$ cat src/rtl/flash_bus_arbiter.sv
// Arbiter for the shared quad-SPI flash pins: round-robin grant, CS drain guard, bus turnaround.
// Optional grant timeout enabled by defining FLASH_ARB_TIMEOUT_EN.
module flash_bus_arbiter #(
  parameter int GUARD_CYC   = 2,
  parameter int TURN_CYC    = 4,
  parameter int TIMEOUT_CYC = 16,
  parameter int CNT_W       = 8
) (
  input  logic       clk,
  input  logic       rst,
  input  logic [2:0] req_i,
  input  logic [2:0] cs_n_i,
  input  logic       clr_tmo_i,
  output logic [2:0] gnt_o,
  output logic [1:0] sel_o,
  output logic       cs_force_o,
  output logic       busy_o,
  output logic [2:0] timeout_o
);

  localparam int CNT_LIMIT = (1 << CNT_W) - 1;

  if (GUARD_CYC < 1 || TURN_CYC < 1 || TIMEOUT_CYC < 1 ||
      GUARD_CYC > CNT_LIMIT || TURN_CYC > CNT_LIMIT || TIMEOUT_CYC > CNT_LIMIT) begin : g_bad_param
    $error("flash_bus_arbiter: cycle parameters must be >= 1 and fit in CNT_W bits");
  end

  localparam logic [CNT_W-1:0] CNT_MAX    = '1;
  localparam logic [CNT_W-1:0] CNT_ONE    = CNT_W'(1);
  localparam logic [CNT_W-1:0] GUARD_LAST = CNT_W'(GUARD_CYC - 1);
  localparam logic [CNT_W-1:0] TURN_LAST  = CNT_W'(TURN_CYC - 1);

  typedef enum logic [1:0] {IDLE, GRANT, DRAIN, TURN} state_t;

  state_t           state_q, state_d;
  logic [1:0]       owner_q, owner_d, rr_q, rr_d, rr_next;
  logic [CNT_W-1:0] cnt_q, cnt_d;
  logic [2:0]       gnt_d, eligible, tmo_set;
  logic [1:0]       sel_d, win, cand;
  logic             force_d, win_vld, tmo_hit, on_bus_d;

  assign rr_next = (owner_q == 2'd2) ? 2'd0 : owner_q + 2'd1;

  // Round-robin scan; walking backwards lets the nearest candidate to rr_q win.
  always_comb begin
    win_vld = 1'b0;
    win     = rr_q;
    cand    = 2'd0;
    for (int i = 2; i >= 0; i--) begin
      cand = 2'((int'(rr_q) + i) % 3);
      if (eligible[cand]) begin
        win_vld = 1'b1;
        win     = cand;
      end
    end
  end

  always_comb begin
    state_d = state_q;
    owner_d = owner_q;
    rr_d    = rr_q;
    cnt_d   = cnt_q;
    tmo_set = 3'b000;
    if (tmo_hit) begin
      state_d          = TURN;
      cnt_d            = '0;
      rr_d             = rr_next;
      tmo_set[owner_q] = 1'b1;
    end else begin
      case (state_q)
        IDLE: begin
          cnt_d = '0;
          if (win_vld) begin
            state_d = GRANT;
            owner_d = win;
          end
        end
        GRANT: begin
          if (!req_i[owner_q]) begin
            state_d = DRAIN;
            cnt_d   = '0;
          end
        end
        DRAIN: begin
          if (!cs_n_i[owner_q]) begin
            cnt_d = '0;
          end else if (cnt_q >= GUARD_LAST) begin
            state_d = TURN;
            cnt_d   = '0;
            rr_d    = rr_next;
          end else if (cnt_q != CNT_MAX) begin
            cnt_d = cnt_q + CNT_ONE;
          end
        end
        TURN: begin
          if (cnt_q >= TURN_LAST) begin
            state_d = IDLE;
            cnt_d   = '0;
          end else if (cnt_q != CNT_MAX) begin
            cnt_d = cnt_q + CNT_ONE;
          end
        end
        default: state_d = IDLE;
      endcase
    end

    on_bus_d = (state_d == GRANT) || (state_d == DRAIN);
    gnt_d    = (state_d == GRANT) ? (3'b001 << owner_d) : 3'b000;
    sel_d    = on_bus_d ? owner_d + 2'd1 : 2'd0;
    force_d  = !on_bus_d;
  end

  always_ff @(posedge clk or posedge rst) begin
    if (rst) begin
      state_q    <= IDLE;
      owner_q    <= 2'd0;
      rr_q       <= 2'd0;
      cnt_q      <= '0;
      gnt_o      <= 3'b000;
      sel_o      <= 2'd0;
      cs_force_o <= 1'b1;
      busy_o     <= 1'b0;
    end else begin
      state_q    <= state_d;
      owner_q    <= owner_d;
      rr_q       <= rr_d;
      cnt_q      <= cnt_d;
      gnt_o      <= gnt_d;
      sel_o      <= sel_d;
      cs_force_o <= force_d;
      busy_o     <= (state_d != IDLE);
    end
  end

`ifdef FLASH_ARB_TIMEOUT_EN
  logic [CNT_W-1:0] tmo_cnt_q;
  logic [2:0]       blocked_q, tmo_q;
  logic             on_bus_q;

  assign on_bus_q  = (state_q == GRANT) || (state_q == DRAIN);
  assign tmo_hit   = on_bus_q && (tmo_cnt_q == CNT_W'(TIMEOUT_CYC - 1));
  // A revoked master stays out of arbitration until it lets go of req_i.
  assign eligible  = req_i & ~blocked_q;
  assign timeout_o = tmo_q;

  always_ff @(posedge clk or posedge rst) begin
    if (rst) begin
      tmo_cnt_q <= '0;
      blocked_q <= 3'b000;
      tmo_q     <= 3'b000;
    end else begin
      if (on_bus_q && on_bus_d && tmo_cnt_q != CNT_MAX)
        tmo_cnt_q <= tmo_cnt_q + CNT_ONE;
      else if (!(on_bus_q && on_bus_d))
        tmo_cnt_q <= '0;
      blocked_q <= (blocked_q & req_i) | tmo_set;
      tmo_q     <= (tmo_q & ~{3{clr_tmo_i}}) | tmo_set;
    end
  end
`else
  logic unused_tmo;

  assign tmo_hit    = 1'b0;
  assign eligible   = req_i;
  assign timeout_o  = 3'b000;
  assign unused_tmo = clr_tmo_i | (|tmo_set);
`endif

endmodule

$ cat config.mk
export PLATFORM = sky130hd
export DESIGN_NAME = flash_bus_arbiter
export DESIGN_NICKNAME = d
export VERILOG_FILES = /design/src/rtl/flash_bus_arbiter.sv
export SDC_FILE = /design/constraint.sdc
export NUM_CORES = 1
export LEC_CHECK = 0
export BUFFER_PORTS_ARGS = -buffer_cell sky130_fd_sc_hd__buf_2
export CORE_MARGIN = 4
export CORE_UTILIZATION = 33
export DETAILED_ROUTE_END_ITERATION = 6
export GPL_TIMING_DRIVEN = 0
export PLACE_DENSITY = 0.59
export SLEW_MARGIN = 40
export SYNTH_ARGS = -nofsm -noshare
export SYNTH_HDL_FRONTEND = slang
export SYNTH_SLANG_ARGS = --single-unit
$ cat constraint.sdc
create_clock -name clk -period 6.7 [get_ports clk]
set_clock_uncertainty 0.15 [all_clocks]
set_input_delay 0.335 -clock clk [delete_from_list [all_inputs] [get_ports clk]]
set_output_delay 0.335 -clock clk [all_outputs]
set_load 0.005 [all_outputs]
==> summary.txt, run 1 <==
GRT
  • GRT overflow: 0
  • GRT Overall Usage: 11.44%
  • Grt met3 use: 1.928%
  • Initial antenna violation count: 0
  • Met1 Use GR: 14.64%
  • Vias in the first global route: 1063
  • GR Layer Usage met2: 18.84%
  • First-pass GRT wire length: between 4 and 5 mm
  • Largest net degree at the start of global routing: 22
  • GRT Max-Usage Layer: met2

Yosys
  • Number of enable flip-flop cells after synthesis: 0
  • Syn Inst Count: about 140
  • Synth Area in Compound Gates: 22.71%
  • Largest family of logic cells by synthesized area: compound AO/OA/AOI/OAI gates
  • Post-Synth XOR/XNOR Area: 0%
  • Async set or reset register ratio after synthesis: 100.0%
  • Synth area leaders: dfrtp_1 36%, ha_1 9.1%, mux2i_1 3.6%, inv_1 2.7%, and2_1 2.3%
  • Synth Flop Type: dfrtp_1
  • Post-synthesis mux area share: 5.268%
  • Simple-Gate Fraction of Synth Area: 18.17%
  • Synth cell types: 52
  • Yosys top cell area share: 36.33%
  • Total of warnings raised by yosys: 0
  • Synth Register Bits: 21
  • Post-Synth Adder-Cell Area: 9.083%
  • Mean Syn Cell Area: just over 10 sq um
  • Post-synthesis cell area: 0.001378 sq mm
  • Post-synthesis sequential area ratio: 38.24%
  • Area leader, netlist: dfrtp_1

Floorplanning
  • Num rows: 23
  • Number of placed I/O pins: 19
  • Die W: 72.61 um
  • Die area: 0.005272 sq mm
  • Starting density of the core: 34.19%
  • Core area: 0.004029 sq mm
  • Die Ht: 72.61 um

Timing
  • Pins Over Slew Limit: 0
  • Worst hold slack: 377.7 ps
  • Post-Route Setup TNS: 0 ps
  • Tmin final: 2929 ps
  • Fmax: about 340 MHz
  • # setup viols final: 0
  • Fin crit share: a little over two fifths
  • Fin. Hold Viols: 0
  • RSZ-0062 raised after global routing: false

Place
  • Port Buffer Count: 13
  • Placed cell areas: 0.001513 sq mm
  • DP HPWL: 2.220 mm
  • Gpl congestion: 0.8460

Worst setup path
  • Crit Path Max Fanout: 10
  • Req. time, crit path: approximately 6700 ps
  • Worst reg-to-reg setup slack: about 3800 ps
  • Worst-path cell chain: inv_1 > ha_1 > buf_1 > o21bai_1 > a31o_2 > nor2_1 > nor3_1 > ha_1 > inv_1 > o41ai_1
  • WP data arrival: 2940 ps
  • CP Launch Type: flip-flop
  • Reg2reg end: sel_o[0]
  • FF-to-FF Start: rr_q[0]
  • CP peak stage delay: 430 ps
  • Setup CP Type: reg2reg
  • Setup crit end kind: flip-flop
  • Crit-path slowest cell: dfrtp_1
  • Reg2Reg Depth: 10

Cells and area
  • Final nets: 176
  • Final instance area: 0.001572 sq mm
  • Area growth syn-to-layout: 14.08%
  • Ant. Diodes: 0
  • Number of fill cells: 410
  • Layout cells sized above 1: between 15 and 20%
  • Layout Utilization: between 30% and 40%

Drt
  • DRC viols: 0
  • DRT iter0 DRCs: 67
  • Drt via density: 5.175
  • Via count: 1066
  • Routed WL: 2.833 mm
  • Wirelength per Cell: 13.75 um
  • DRT Pass-1 Iters: 4
  • Post-DRT Antenna Nets: 0

Power
  • Leakage: approximately 0.74 nW
  • Worst VDD drop: around 0.18 mV
  • Cell area power density: 415.9 mW/mm^2
  • Final Total Pwr: 0.6537 mW

Clock network
  • CTS Buffer Depth: 2
  • Clk_lat worst skew: between 200 and 300 ps
  • CTS Hold Bufs: 0
  • Clk slew on worst S/H paths: 80 ps
  • TritonCTS Sinks: 21
  • H-tree levels: 1
  • CTS Buf Count: 3
  • CTS tree: done
  • Post-CTS setup buffers: 0
  • # resized after CTS: 0
  • Clk root buf: clkbuf_8

Job
  • Max-cap viol count: 0

Worst hold path
  • Hold Path Sink: cnt_q[2]
  • Worst Hold Launch: cnt_q[2]
  • Worst min path class: reg2reg
  • Hold path depth: 1

Outcome
  • Status: finished clean
==> registers in the layout, indices dropped and copies added, names as in the netlist <==
| signal | flops |
|---|---|
| owner_q | 2 |
| sel_o | 2 |
| rr_q | 2 |
| gnt_o | 3 |
| cs_force_o | 1 |
| busy_o | 1 |
| state_q | 2 |
| cnt_q | 8 |
==> placed cells by master, fill, tap and decap left out, types with 4 or more instances in the layout <==
cell and count:
ha_1 10, clkbuf_1 5, nor2_1 4, mux2i_1 5, buf_2 13, dfrtp_1 20, nand2_1 5, and2_1 5
inv_1 9
==> layer usage <==
metal / wire, um / vias to the layer above
met4: 52 / 0
li1: - / 532
met2: 1359 / 19
met5: 0 / -
met3: 102 / 5
met1: 1319 / 510
==> worst max-delay path by stage <==
stage	from	endpoint	slack [ps]
finish	rr_q[0]	sel_o[0]	3770
floorplan	rr_q[0]	sel_o[0]	4120
detailed placement	rr_q[0]	sel_o[0]	3780
CTS	rr_q[0]	sel_o[0]	3770
global route	rr_q[0]	sel_o[0]	3550
global placement	rr_q[0]	sel_o[0]	3810
==> kinds of logic after synthesis <==
kind of cell,after synthesis
AO/OA/AOI/OAI,40
adder cells (fa/ha/maj),10
multiplexers,7
AND/OR/NAND/NOR,37
flip-flops,21
other,1
buffers and inverters,20
==> cell usage after synthesis (2+ instances only) <==
cell	count
dfrtp_1	20
ha_1	10
inv_1	10
and2_1	5
clkbuf_1	5
mux2i_1	5
nand2_1	5
nor2_1	4
a21oi_1	3
and3_1	3
buf_4	3
nand2b_1	3
nor3_1	3
o21a_1	3
o21ai_0	3
o2bb2ai_1	3
o41ai_1	3
a21boi_1	2
a22oi_1	2
a2bb2oi_1	2
a31o_2	2
a31oi_1	2
and2b_1	2
buf_1	2
mux2_2	2
nor2b_1	2
o211a_1	2
==> through the flow <==
step | setup WS [ps] | instances
after CTS | 3768 | 205
after detailed placement | 3781 | 201
final | 3771 | 206
after floorplan | 4116 | 138
after global routing | 3554 | 206
after global placement | 3813 | 201
==> critical path, delay by kind of cell (launching register included) <==
family                     cells  cell delay (ps)
adders and majority gates      2              660
AOI/OAI and AO/OA              3              840
buffers and inverters          3              360
and+or+nand+nor                2              390
DFF                            1              430
==> where the power goes <==
group / switching (mW) / internal (mW) / leakage (nW)
combinational: 0.202 / 0.167 / 0.447
sequential: 0.0316 / 0.167 / 0.268
clock: 0.0440 / 0.0421 / 0.0217
total: 0.278 / 0.376 / 0.737
==> cell type report <==
type / instances / area, sq um / share of cell area (%)
Clock inverter: 1 / 7.507 / 0.4777
Buffer: 10 / 48.80 / 3.105
Clock buffer: 3 / 41.29 / 2.627
Multi-Input combinational cell: 97 / 772.0 / 49.12
Timing Repair Buffer: 14 / 75.07 / 4.777
Tap cell: 50 / 62.56 / 3.981
Inverter: 10 / 37.54 / 2.389
Sequential cell: 21 / 526.8 / 33.52
Power figures use the tool's default switching activity.
==> run 2: changes to the inputs <==
--- a/config.mk
+++ b/config.mk
@@ -10,7 +10,7 @@
 export CORE_UTILIZATION = 33
 export DETAILED_ROUTE_END_ITERATION = 6
 export GPL_TIMING_DRIVEN = 0
-export PLACE_DENSITY = 0.59
+export PLACE_DENSITY = 0.61
 export SLEW_MARGIN = 40
 export SYNTH_ARGS = -nofsm -noshare
 export SYNTH_HDL_FRONTEND = slang
==> constraint.sdc (replaced) <==
create_clock -name clk -period 2.6 [get_ports clk]
set_clock_uncertainty 0.15 [all_clocks]
set_input_delay 0.13 -clock clk [delete_from_list [all_inputs] [get_ports clk]]
set_output_delay 0.13 -clock clk [all_outputs]
set_load 0.005 [all_outputs]
==> summary.txt, run 2 (synthesis gave the netlist of run 1 again) <==
GRT
  • Vias in the first global route: 1120
  • GRT overflow: 0
  • Initial antenna violation count: 0
  • Largest net degree at the start of global routing: 22
  • First-pass GRT wire length: 5.202 mm
  • GRT Overall Usage: 12.38%

Cells and area
  • Area growth syn-to-layout: 22.71%
  • Most common cell after layout, fill and taps aside: dfrtp_1
  • Register area: 526.8 sq um
  • Number of fill cells: around 400
  • Max reg flops: 8
  • Largest Register: cnt_q
  • Final nets: 181
  • Multi-input gate area: 843.3 sq um
  • Most frequent cells in the layout: 20 x dfrtp_1, 13 x buf_2, 9 x inv_1, 9 x buf_4, 7 x ha_1
  • Ant. Diodes: 0
  • Largest regs: cnt_q (8), gnt_o (3)
  • Layout cells sized above 1: just over 30%

Timing
  • RSZ-0062 raised after global routing: true
  • Pins Over Slew Limit: 0
  • Fin crit share: 95.94%
  • Fmax: 400.9 MHz
  • Setup ws final: ~110 ps
  • # setup viols final: 0
  • Fin. Hold Viols: 0
  • Tmin final: 2494 ps

Clock network
  • Clk root buf: clkbuf_8
  • CTS Buffer Depth: 2
  • Clk_lat worst skew: around 260 ps
  • CTS Buf Count: 3
  • TritonCTS Sinks: 21
  • CTS tree: done
  • H-tree levels: 1
  • Clk slew on worst S/H paths: 80 ps

Worst setup path
  • FF-to-FF Start: rr_q[0]
  • Critical path buffer and inverter count: 3
  • Crit Path Max Fanout: 10
  • CP Launch Type: flip-flop
  • Reg2Reg Depth: 10
  • Critical Path Most Common Cell: inv_1
  • CP peak stage delay: approximately 400 ps
  • Req. time, crit path: 2610 ps
  • Worst reg-to-reg setup slack: 110 ps
  • CP delay by family, top: compound AO/OA/AOI/OAI gates
  • Setup crit end kind: flip-flop
  • Worst-path cell chain: inv_1 > ha_4 > buf_4 > o21bai_1 > a31o_2 > nor2_4 > nor3_2 > ha_1 > inv_1 > o41ai_2
  • WP data arrival: around 2500 ps
  • Reg2reg end: sel_o[0]
  • Crit-path slowest cell: dfrtp_1
  • Setup CP Type: reg2reg

Floorplanning
  • Core area: a little over 0.004 sq mm
  • Number of placed I/O pins: 19
  • Die area: 0.005272 sq mm
  • Num rows: 23
  • Die W: 72.61 um
  • Starting density of the core: 34.19%
  • Die Ht: 72.61 um

Job
  • Max-cap viol count: 0

Drt
  • DRC viols: 0
  • DRT Pass-1 Iters: 4
  • Wirelength per Cell: between 10 and 15 um
  • Via count: 1113
  • Post-DRT Antenna Nets: 0
  • Drt via density: 5.275
  • Routed WL: 3.017 mm
  • DRT iter0 DRCs: 73

Power
  • Leakage: 0.7952 nW
  • Worst VDD drop: slightly above 0.5 mV
  • Final Total Pwr: 1.867 mW
  • Cell area power density: 1104 mW/mm^2

Worst hold path
  • Worst min path class: in2async

Outcome
  • Status: finished clean

Place
  • DP Worst Slack: -367.6 ps
  • DP HPWL: 2.172 mm
  • Port Buffer Count: 13
  • Gpl congestion: 0.8358
==> run 2: cell count changes in the layout (fill, tap and decap cells not counted), moves of 2 or more <==
cell / delta
buf_1: -2
buf_4: +6
ha_1: -3
ha_2: +2
nor3_1: -2
nor3_2: +2
o41ai_1: -2
o41ai_2: +2
==> run 2: worst max-delay path by stage <==
stage | from | end | depth (start not counted)
floorplan | rr_q[0] | sel_o[0] | 10
global placement | rr_q[0] | sel_o[0] | 10
detailed placement | rr_q[0] | sel_o[0] | 10
CTS | cnt_q[5] | sel_o[0] | 7
global route | rr_q[0] | sel_o[0] | 10
finish | rr_q[0] | sel_o[0] | 10
==> run 2: tightest hold or removal path, stage by stage <==
cell           delay (ps)
dlygate4sd3_1         530
buf_2                 120
inv_2                 330
==> run 2: area by class of cell <==
cell class                 count  share of cell area [%]
clock inverter                 1                  0.2961
sequential                    21                   31.16
clock buffer                   3                   2.443
buffer                        10                   3.627
multi-input combinational     97                   49.89
tap                           50                   3.701
inverter                      10                   2.221
timing repair buffer          19                   6.662
==> run 2: repair_timing <==
item,in CTS,in global routing
hold endpoints to repair,20,0
pin swaps,0,7
hold buffers,1,0
endpoints found under the setup margin,6,5
gates resized for setup,8,13
buffers inserted,3,2
==> run 2: metal layers <==
layer / vias to the layer above / share of wire [%] / track usage (%)
met2: 16 / 52 / 21.24
met1: 547 / 43 / 15.50
met3: 7 / 2.5 / 1.791
li1: 543 / - / -
met5: - / 0 / 0
met4: 0 / 2.3 / 5.123
==> run 2: where the power goes <==
part / leakage (nW) / internal, mW / total (mW) / switching [mW]
combinational: 0.502 / 0.552 / 1.14 / 0.588
sequential: 0.268 / 0.431 / 0.512 / 0.0810
clock: 0.0255 / 0.107 / 0.215 / 0.108
==> run 2: stage by stage <==
stage | cells | area (sq um) | TNS (ps) | hold WS [ps] | utilization [%]
final | 211 | 1690 | 0 | 261.9 | 41.96
after global routing | 211 | 1690 | -2.322 | 317.7 | 41.96
after CTS | 209 | 1630 | 0 | 356.3 | 40.47
after detailed placement | 201 | 1513 | -764.0 | 173.2 | 37.55
after global placement | 201 | 1513 | -570.1 | 145.1 | 37.55
after floorplan | 138 | 1385 | 0 | -44.21 | -
